## config.mk

```make
export PLATFORM = sky130hd
export DESIGN_NAME = subleq_sequencer_flat
export DESIGN_NICKNAME = d
export VERILOG_FILES = /design/src/rtl/subleq_sequencer_if.sv /design/src/rtl/subleq_sequencer.sv /design/src/flat_wrapper.sv
export SDC_FILE = /design/constraint.sdc
export NUM_CORES = 1
export LEC_CHECK = 0
export ABC_AREA = 1
export CORE_MARGIN = 2
export CORE_UTILIZATION = 50
export DETAILED_ROUTE_END_ITERATION = 7
export PLACE_DENSITY = 0.81
export SLEW_MARGIN = 20
export SYNTH_ARGS = -nofsm -noshare
export SYNTH_HDL_FRONTEND = slang
export SYNTH_SLANG_ARGS = --single-unit
```

## constraint.sdc

```tcl
create_clock -name CLK -period 2 [get_ports CLK]
set_input_delay 0.2 -clock CLK [delete_from_list [all_inputs] [get_ports CLK]]
set_output_delay 0.2 -clock CLK [all_outputs]
set_load 0.02 [all_outputs]
```

## src/rtl/subleq_sequencer_if.sv

```systemverilog
// rtl/subleq_sequencer_if.sv - memory bus between the SUBLEQ sequencer and its memory
interface subleq_sequencer_if;
  logic [7:0] mem_addr;
  logic       mem_re;
  logic       mem_we;
  logic [7:0] mem_wdata;
  logic [7:0] mem_rdata;

  modport master (
    output mem_addr,
    output mem_re,
    output mem_we,
    output mem_wdata,
    input  mem_rdata
  );

  modport slave (
    input  mem_addr,
    input  mem_re,
    input  mem_we,
    input  mem_wdata,
    output mem_rdata
  );
endinterface

```

## src/rtl/subleq_sequencer.sv

```systemverilog
// rtl/subleq_sequencer.sv - single-instruction SUBLEQ machine, six memory cycles per instruction
module subleq_sequencer (
  input  logic                      CLK,
  input  logic                      RST,
  input  logic                      EN,
  subleq_sequencer_if.master        bus,
  output logic [7:0]                PC,
  output logic                      HALT
);

  typedef enum logic [2:0] {FA, FB, FC, RA, RB, EX, HLT} state_t;

  state_t     state, state_nxt;
  logic [7:0] op_a, op_b, op_c, val_a;
  logic [7:0] op_a_nxt, op_b_nxt, op_c_nxt, val_a_nxt;
  logic [7:0] pc_nxt;
  logic       halt_nxt;
  logic [7:0] addr;
  logic       rd, wr;
  logic [7:0] diff;
  logic       taken;

  always_ff @(posedge CLK or posedge RST) begin
    if (RST) begin
      state <= FA;
      PC    <= 8'h00;
      HALT  <= 1'b0;
      op_a  <= 8'h00;
      op_b  <= 8'h00;
      op_c  <= 8'h00;
      val_a <= 8'h00;
    end else if (EN) begin
      state <= state_nxt;
      PC    <= pc_nxt;
      HALT  <= halt_nxt;
      op_a  <= op_a_nxt;
      op_b  <= op_b_nxt;
      op_c  <= op_c_nxt;
      val_a <= val_a_nxt;
    end
  end

  // In EX, mem_rdata holds mem[B] read during RB; the difference is the value written back.
  assign diff  = bus.mem_rdata - val_a;
  assign taken = diff[7] | (diff == 8'h00);

  always_comb begin
    state_nxt = state;
    pc_nxt    = PC;
    halt_nxt  = HALT;
    op_a_nxt  = op_a;
    op_b_nxt  = op_b;
    op_c_nxt  = op_c;
    val_a_nxt = val_a;
    addr      = PC;
    rd        = 1'b0;
    wr        = 1'b0;
    case (state)
      FA: begin
        addr      = PC;
        rd        = 1'b1;
        state_nxt = FB;
      end
      FB: begin
        op_a_nxt  = bus.mem_rdata;
        addr      = PC + 8'd1;
        rd        = 1'b1;
        state_nxt = FC;
      end
      FC: begin
        op_b_nxt  = bus.mem_rdata;
        addr      = PC + 8'd2;
        rd        = 1'b1;
        state_nxt = RA;
      end
      RA: begin
        op_c_nxt  = bus.mem_rdata;
        addr      = op_a;
        rd        = 1'b1;
        state_nxt = RB;
      end
      RB: begin
        val_a_nxt = bus.mem_rdata;
        addr      = op_b;
        rd        = 1'b1;
        state_nxt = EX;
      end
      EX: begin
        addr = op_b;
        wr   = 1'b1;
        if (taken) begin
          pc_nxt = op_c;
          // A taken branch to FF is the program's way of terminating.
          if (op_c == 8'hFF) begin
            halt_nxt  = 1'b1;
            state_nxt = HLT;
          end else begin
            state_nxt = FA;
          end
        end else begin
          pc_nxt    = PC + 8'd3;
          state_nxt = FA;
        end
      end
      HLT: begin
        addr      = PC;
        state_nxt = HLT;
      end
      default: begin
        state_nxt = FA;
      end
    endcase
  end

  // Strobes are also masked by RST so an abort mid-EX cannot land a write.
  assign bus.mem_addr  = addr;
  assign bus.mem_re    = rd & EN & ~RST;
  assign bus.mem_we    = wr & EN & ~RST;
  assign bus.mem_wdata = (state == EX) ? diff : 8'h00;

endmodule
```

## src/flat_wrapper.sv

```systemverilog
// flat-port wrapper written by rule: the top's interface ports become plain ports
module subleq_sequencer_flat 
  (CLK, RST, EN, PC, HALT, bus_mem_addr, bus_mem_re, bus_mem_we, bus_mem_wdata, bus_mem_rdata);
  subleq_sequencer_if bus_i ();
  input  logic CLK;
  input  logic RST;
  input  logic EN;
  output logic [7:0] PC;
  output logic HALT;
  output wire logic [$bits(bus_i.mem_addr)-1:0] bus_mem_addr;
  output wire logic [$bits(bus_i.mem_re)-1:0] bus_mem_re;
  output wire logic [$bits(bus_i.mem_we)-1:0] bus_mem_we;
  output wire logic [$bits(bus_i.mem_wdata)-1:0] bus_mem_wdata;
  input wire logic [$bits(bus_i.mem_rdata)-1:0] bus_mem_rdata;
  assign bus_mem_addr = bus_i.mem_addr;
  assign bus_mem_re = bus_i.mem_re;
  assign bus_mem_we = bus_i.mem_we;
  assign bus_mem_wdata = bus_i.mem_wdata;
  assign bus_i.mem_rdata = bus_mem_rdata;
  subleq_sequencer u_core (.CLK(CLK), .RST(RST), .EN(EN), .bus(bus_i), .PC(PC), .HALT(HALT));
endmodule
```

**Word level (Yosys, flattened, before mapping)**

Index checks and enable logic that the tools add are counted.
W data, S select, Z words.

- ROM bits: 0
- Register bits: 44
- Memories: 0
- Logic and storage cells: 42
- Latch bits: 0
- Bits in writable memories: 0
- Output and inout bits: 27
- Bits of input ports: 11

- Equal/unequal tests: 7
- Magnitude comparators: 0
- Bitwise operators: 6
- Add/sub/neg operators: 4
- Reductions and logical operators: 10
- Shift-type cells: 0
- Div/mod/pow operators: 0
- $mul: 0
- Muxes and demuxes: 8

Operator list:

| operator | count |
|---|---|
| $pmux W8 S4 | 1 |
| $pmux W3 S7 | 1 |
| $add A8 B2 Y8 const B | 2 |
| $mux W8 | 2 |
| $reduce_and A2 Y1 | 5 |
| $eq A3 B3 Y1 const B | 3 |
| $add A8 B1 Y8 const B | 1 |
| $eq A8 B8 Y1 const B | 1 |
| $logic_not A8 Y1 | 1 |
| $sub A8 B8 Y8 | 1 |
| $eq A3 B2 Y1 const B | 2 |
| $mux W3 | 2 |
| $reduce_or A5 Y1 | 1 |
| $and A1 B1 Y1 | 4 |
| $reduce_and A4 Y1 | 1 |
| $eq A3 B1 Y1 const B | 1 |
| $logic_not A3 Y1 | 1 |
| $mux W1 | 2 |
| $reduce_or A2 Y1 | 1 |
| $not A1 Y1 | 1 |
| $or A1 B1 Y1 | 1 |

**Logic depth before layout (Yosys ltp)**

- Word-level depth: 5
- Gate-level depth with buffers: 15
- Mapped depth without buffers: 15

**Least setup slack after synthesis**

Ideal clock, no wire load.

- Kind: register to register
- From: register u_core.val_a[0]
- To: register u_core.PC[0]
- Arrival: 1800 ps
- Clock period less this slack: 1918 ps
- Required time: 1883 ps
- Setup slack: 82 ps
- Path buffers: 0
- Cell stages (with the launch flop): 13
- Setup time: 117 ps
- Cell sequence: dfrtp_1 -> ha_1 -> fa_1 -> o21ai_2 -> nand2_1 -> nand2_2 -> nand2_2 -> nor2_4 -> nand3_4 -> nand2_4 -> nand2_1 -> nand3_1 -> nand2_1

- Longest elaborated chain between the ends: 4

Ends and longest elaborated chain:

| element | RTL line | RTL |
|---|---|---|
| from (decl) | subleq_sequencer.sv:14 | `logic [7:0] op_a, op_b, op_c, val_a;` |
| from (signal assigned) | subleq_sequencer.sv:39 | `val_a <= val_a_nxt;` |
| $sub A8 B8 Y8 * | subleq_sequencer.sv:44 | `assign diff = bus.mem_rdata - val_a;` |
| $logic_not A8 Y1 | subleq_sequencer.sv:45 | `assign taken = diff[7] \| (diff == 8'h00);` |
| $or A1 B1 Y1 * | subleq_sequencer.sv:45 |  |
| $mux W8 * | subleq_sequencer.sv:91 | `if (taken) begin` |
| to (signal assigned) | subleq_sequencer.sv:34 | `PC <= pc_nxt;` |
| to (decl) | subleq_sequencer.sv:7 | `output logic [7:0] PC,` |

Mark *: on every way between the ends. The rest lies on a longest branch, timed or not.
A chain may end at the register's enable or synchronous reset.

**Worst setup path in the final report**

- From: register u_core.val_a[0]
- To: register u_core.PC[1]

The elaborated chain is that of the path after synthesis.

==> impl_metrics.csv <==
group,metric,value,unit
layout,diodes,0,
drt,avgViaCountPerCell,5.482,
synth,yosys.area_share.simple,31.97,%
timing,worst_pin_slew,0.5708,ns
worst_setup_path,crit_path_end_kind,"flop",
placement,gp_congestion,0.9719,
timing,hold_viol,0,
layout,fillers,377,
layout,layout_common_cells,"nand2_1, buf_4, inv_1, o21ai_0, dfrtp_1",
drt,drt_iter0_drc,226,
drt,wl_per_cell,15.32,um
drt,routed_wl,8963,um
die,die_h,79.54,um
worst_setup_path,r2r.worst_path.cells,11,
worst_setup_path,r2r_start,"u_core.val_a[0]",
placement,io_buffers,37,
drt,drt_pass1_iterations,5,
clocking,path_clk_slew,0.09,ns
drt,drc_errors,0,
timing,maxSlewViolCount,0,
clocking,cts_made_buffers,5,
flow_run,max-cap-violations,0,
timing,rsz0062_at_grt,"yes",
clocking,clock-sinks,44,
global_routing,grtUsageTotal,27.71,%
synth,synthesis.area,2853,sq um
synth,synth_top_family_by_area,"simple AND/OR/NAND/NOR gates",
layout,nets,535,
synth,synth_fa_ha_area_share,5.526,%
worst_setup_path,ff2ff_setup_slack,-0.08,ns
die,die_w,79.54,um
clocking,hold_buffers,0,
worst_setup_path,critPathMaxFanout,8,
die,io_pins,38,
worst_setup_path,start_kind,"flop",
clocking,cts_root_buf,"clkbuf_8",
worst_setup_path,worstReg2RegEnd,"u_core.PC[1]",
synth,yosysWarnings,0,
layout,syn_to_final_growth,49.39,%
layout,final_core_util,77.39,%
layout,final_common_cell,"nand2_1",
drt,num_vias,3207,
die,rows,27,
run_status,violations,"setup timing",
run_status,status,"finished with violations",
timing,final.setup.worst_slack,-0.08469,ns
layout,drive_gt1_share,34.31,%
global_routing,grt_pass1_wl,13630,um
timing,fin_tns_setup,-0.8448,ns
power,vdd_ir_drop_max,1.058,mV
timing,hold_slack,0.3214,ns
clocking,clkLatencyLatePin,0.30,ns
global_routing,antenna_found_initial,0,
timing,finalClockSkew,0.008680,ns
synth,ys_seq_area_share,38.60,%
timing,clock.fmax,0.4797,GHz
layout,final-instance-count-excl-fill,585,
worst_setup_path,cp.required,2.24,ns
die,dieArea,6326,sq um
synth,ys_ff_latch,44,
worst_setup_path,critical_path_class,"reg2reg",
synth,syn-num-nets,422,
placement,dpl.cell_count,553,
synth,synth_compound_area_share,13.42,%
global_routing,grt_pass1_vias,2987,
clocking,clock_path_buffers,2,
power,leakagePower,2.125,nW
synth,ys_types,36,
timing,finalSetupViolCount,13,
clocking,cts_tree,"built",
drt,ant_nets,0,
synth,avgSynthCellArea,7.150,sq um
placement,place_ws,-0.6798,ns
timing,finalCriticalPeriod,2.085,ns
timing,finalCritPeriodShare,104.2,%
synth,synth-xor-area-share,2.149,%
worst_setup_path,critical_path_arrival,2.32,ns
power,cellPowerDensity,1711,nW/um^2
synth,muxShareOfSynthArea,0,%
synth,syn_inst,399,
die,core,5507,sq um
die,start_util,51.81,%
global_routing,grt_start_max_net_pins,45,
clocking,h-tree-depth,2,
global_routing,grt-ovfl-total,0,
timing,relSlewSlack,61.86,%
placement,place_hpwl,5902,um
worst_hold_path,hp-class,"in2async",
[flip-flops by register name, indices dropped and copies added (netlist names)]
signal / count
u_core.state: 3
u_core.PC: 8
u_core.op_a: 8
u_core.HALT: 1
u_core.val_a: 8
u_core.op_c: 8
u_core.op_b: 8
[kinds of logic after synthesis]
| kind of cell | Yosys count |
|---|---|
| XOR/XNOR | 7 |
| AND/OR/NAND/NOR | 205 |
| buffers and inverters | 62 |
| flip-flops | 44 |
| adder cells (fa/ha/maj) | 12 |
| AO/OA/AOI/OAI | 69 |
[per-stage QoR]
step / cell area, sq um / total power, W
final: 4262 / 0.007291
after global routing: 4262 / 0.007766
after CTS: 4021 / 0.006668
after detailed placement: 3694 / 0.005738
after global placement: 3694 / 0.005610
after floorplan: 2853 / 0.003988
[cell usage after synthesis]
| cell type | count | share of area, % |
|---|---|---|
| a21oi_1 | 11 | 1.9 |
| a221oi_1 | 1 | 0.31 |
| a22o_1 | 2 | 0.61 |
| a22oi_1 | 1 | 0.26 |
| buf_2 | 1 | 0.18 |
| buf_4 | 1 | 0.26 |
| clkbuf_1 | 4 | 0.53 |
| clkinv_1 | 1 | 0.13 |
| dfrtp_1 | 44 | 39 |
| fa_1 | 1 | 0.70 |
| ha_1 | 11 | 4.8 |
| inv_1 | 51 | 6.7 |
| inv_2 | 4 | 0.53 |
| nand2_1 | 126 | 17 |
| nand2_2 | 6 | 1.3 |
| nand2_4 | 1 | 0.39 |
| nand3_1 | 33 | 5.8 |
| nand3_2 | 1 | 0.35 |
| nand3_4 | 1 | 0.61 |
| nand3b_1 | 1 | 0.26 |
| nand4_1 | 7 | 1.5 |
| nor2_1 | 21 | 2.8 |
| nor2_2 | 3 | 0.66 |
| nor2_4 | 2 | 0.79 |
| nor3_1 | 2 | 0.35 |
| nor3_4 | 1 | 0.57 |
| o2111ai_1 | 2 | 0.61 |
| o211ai_1 | 1 | 0.26 |
| o21a_1 | 1 | 0.26 |
| o21ai_0 | 43 | 7.5 |
| o21ai_1 | 3 | 0.53 |
| o21ai_2 | 1 | 0.31 |
| o21bai_1 | 1 | 0.26 |
| o221ai_1 | 1 | 0.31 |
| o22ai_1 | 1 | 0.22 |
| xor2_1 | 7 | 2.1 |
[worst max path at each step]
stage	cells after the start	from	to	slack [ns]
after floorplan	12	u_core.val_a[0]	u_core.PC[0]	0.08
after global placement	8	bus_mem_rdata[0]	bus_mem_wdata[4]	-0.61
after detailed placement	8	bus_mem_rdata[0]	bus_mem_wdata[4]	-0.68
after CTS	11	u_core.val_a[0]	u_core.PC[3]	-0.15
after global routing	12	u_core.val_a[0]	u_core.state[2]	-0.20
final	11	u_core.val_a[0]	u_core.PC[1]	-0.08
[where the power goes]
part | internal [W] | switching, W | total, W
logic | 0.00214 | 0.00280 | 0.00494
clock network | 0.000371 | 0.000305 | 0.000676
registers | 0.00131 | 0.000361 | 0.00167
total | 0.00382 | 0.00347 | 0.00729
[routing by layer]
metal / wire length (um) / global-route usage [%] / vias up
met3: 567 / 3.167 / 28
met2: 4491 / 48.40 / 164
met1: 3686 / 33.87 / 1493
met4: 217 / 13.28 / 0
li1: - / - / 1522
met5: 0 / 0 / -
[repair_timing]
action	in CTS	in global routing
buffers inserted	17	7
hold endpoints to repair	0	0
gates cloned	1	0
pin swaps	21	26
setup endpoints to repair	29	26
gates resized for setup	106	53
[area by class of cell]
class                   count  area (sq um)  share of cell area [%]
clock inverters             2         35.03                  0.8221
repair buffers            111         907.1                   21.29
inverters                  56         220.2                   5.167
well taps                  72         90.09                   2.114
flip-flops and latches     44          1106                   25.95
multi-input cells         294          1831                   42.95
clock buffers               6         72.57                   1.703
[worst max-delay path, cell delays in order (launching register included)]
cell     delay (ns)
dfrtp_1        0.41
ha_4           0.18
fa_2           0.54
nand2_2        0.05
nor2_2         0.09
nand3_2        0.11
nor2_4         0.12
nand3_4        0.13
buf_12         0.17
nand3_2        0.06
nand3_1        0.09
nand2_1        0.07
No activity file was read; power rests on OpenSTA's default activity.
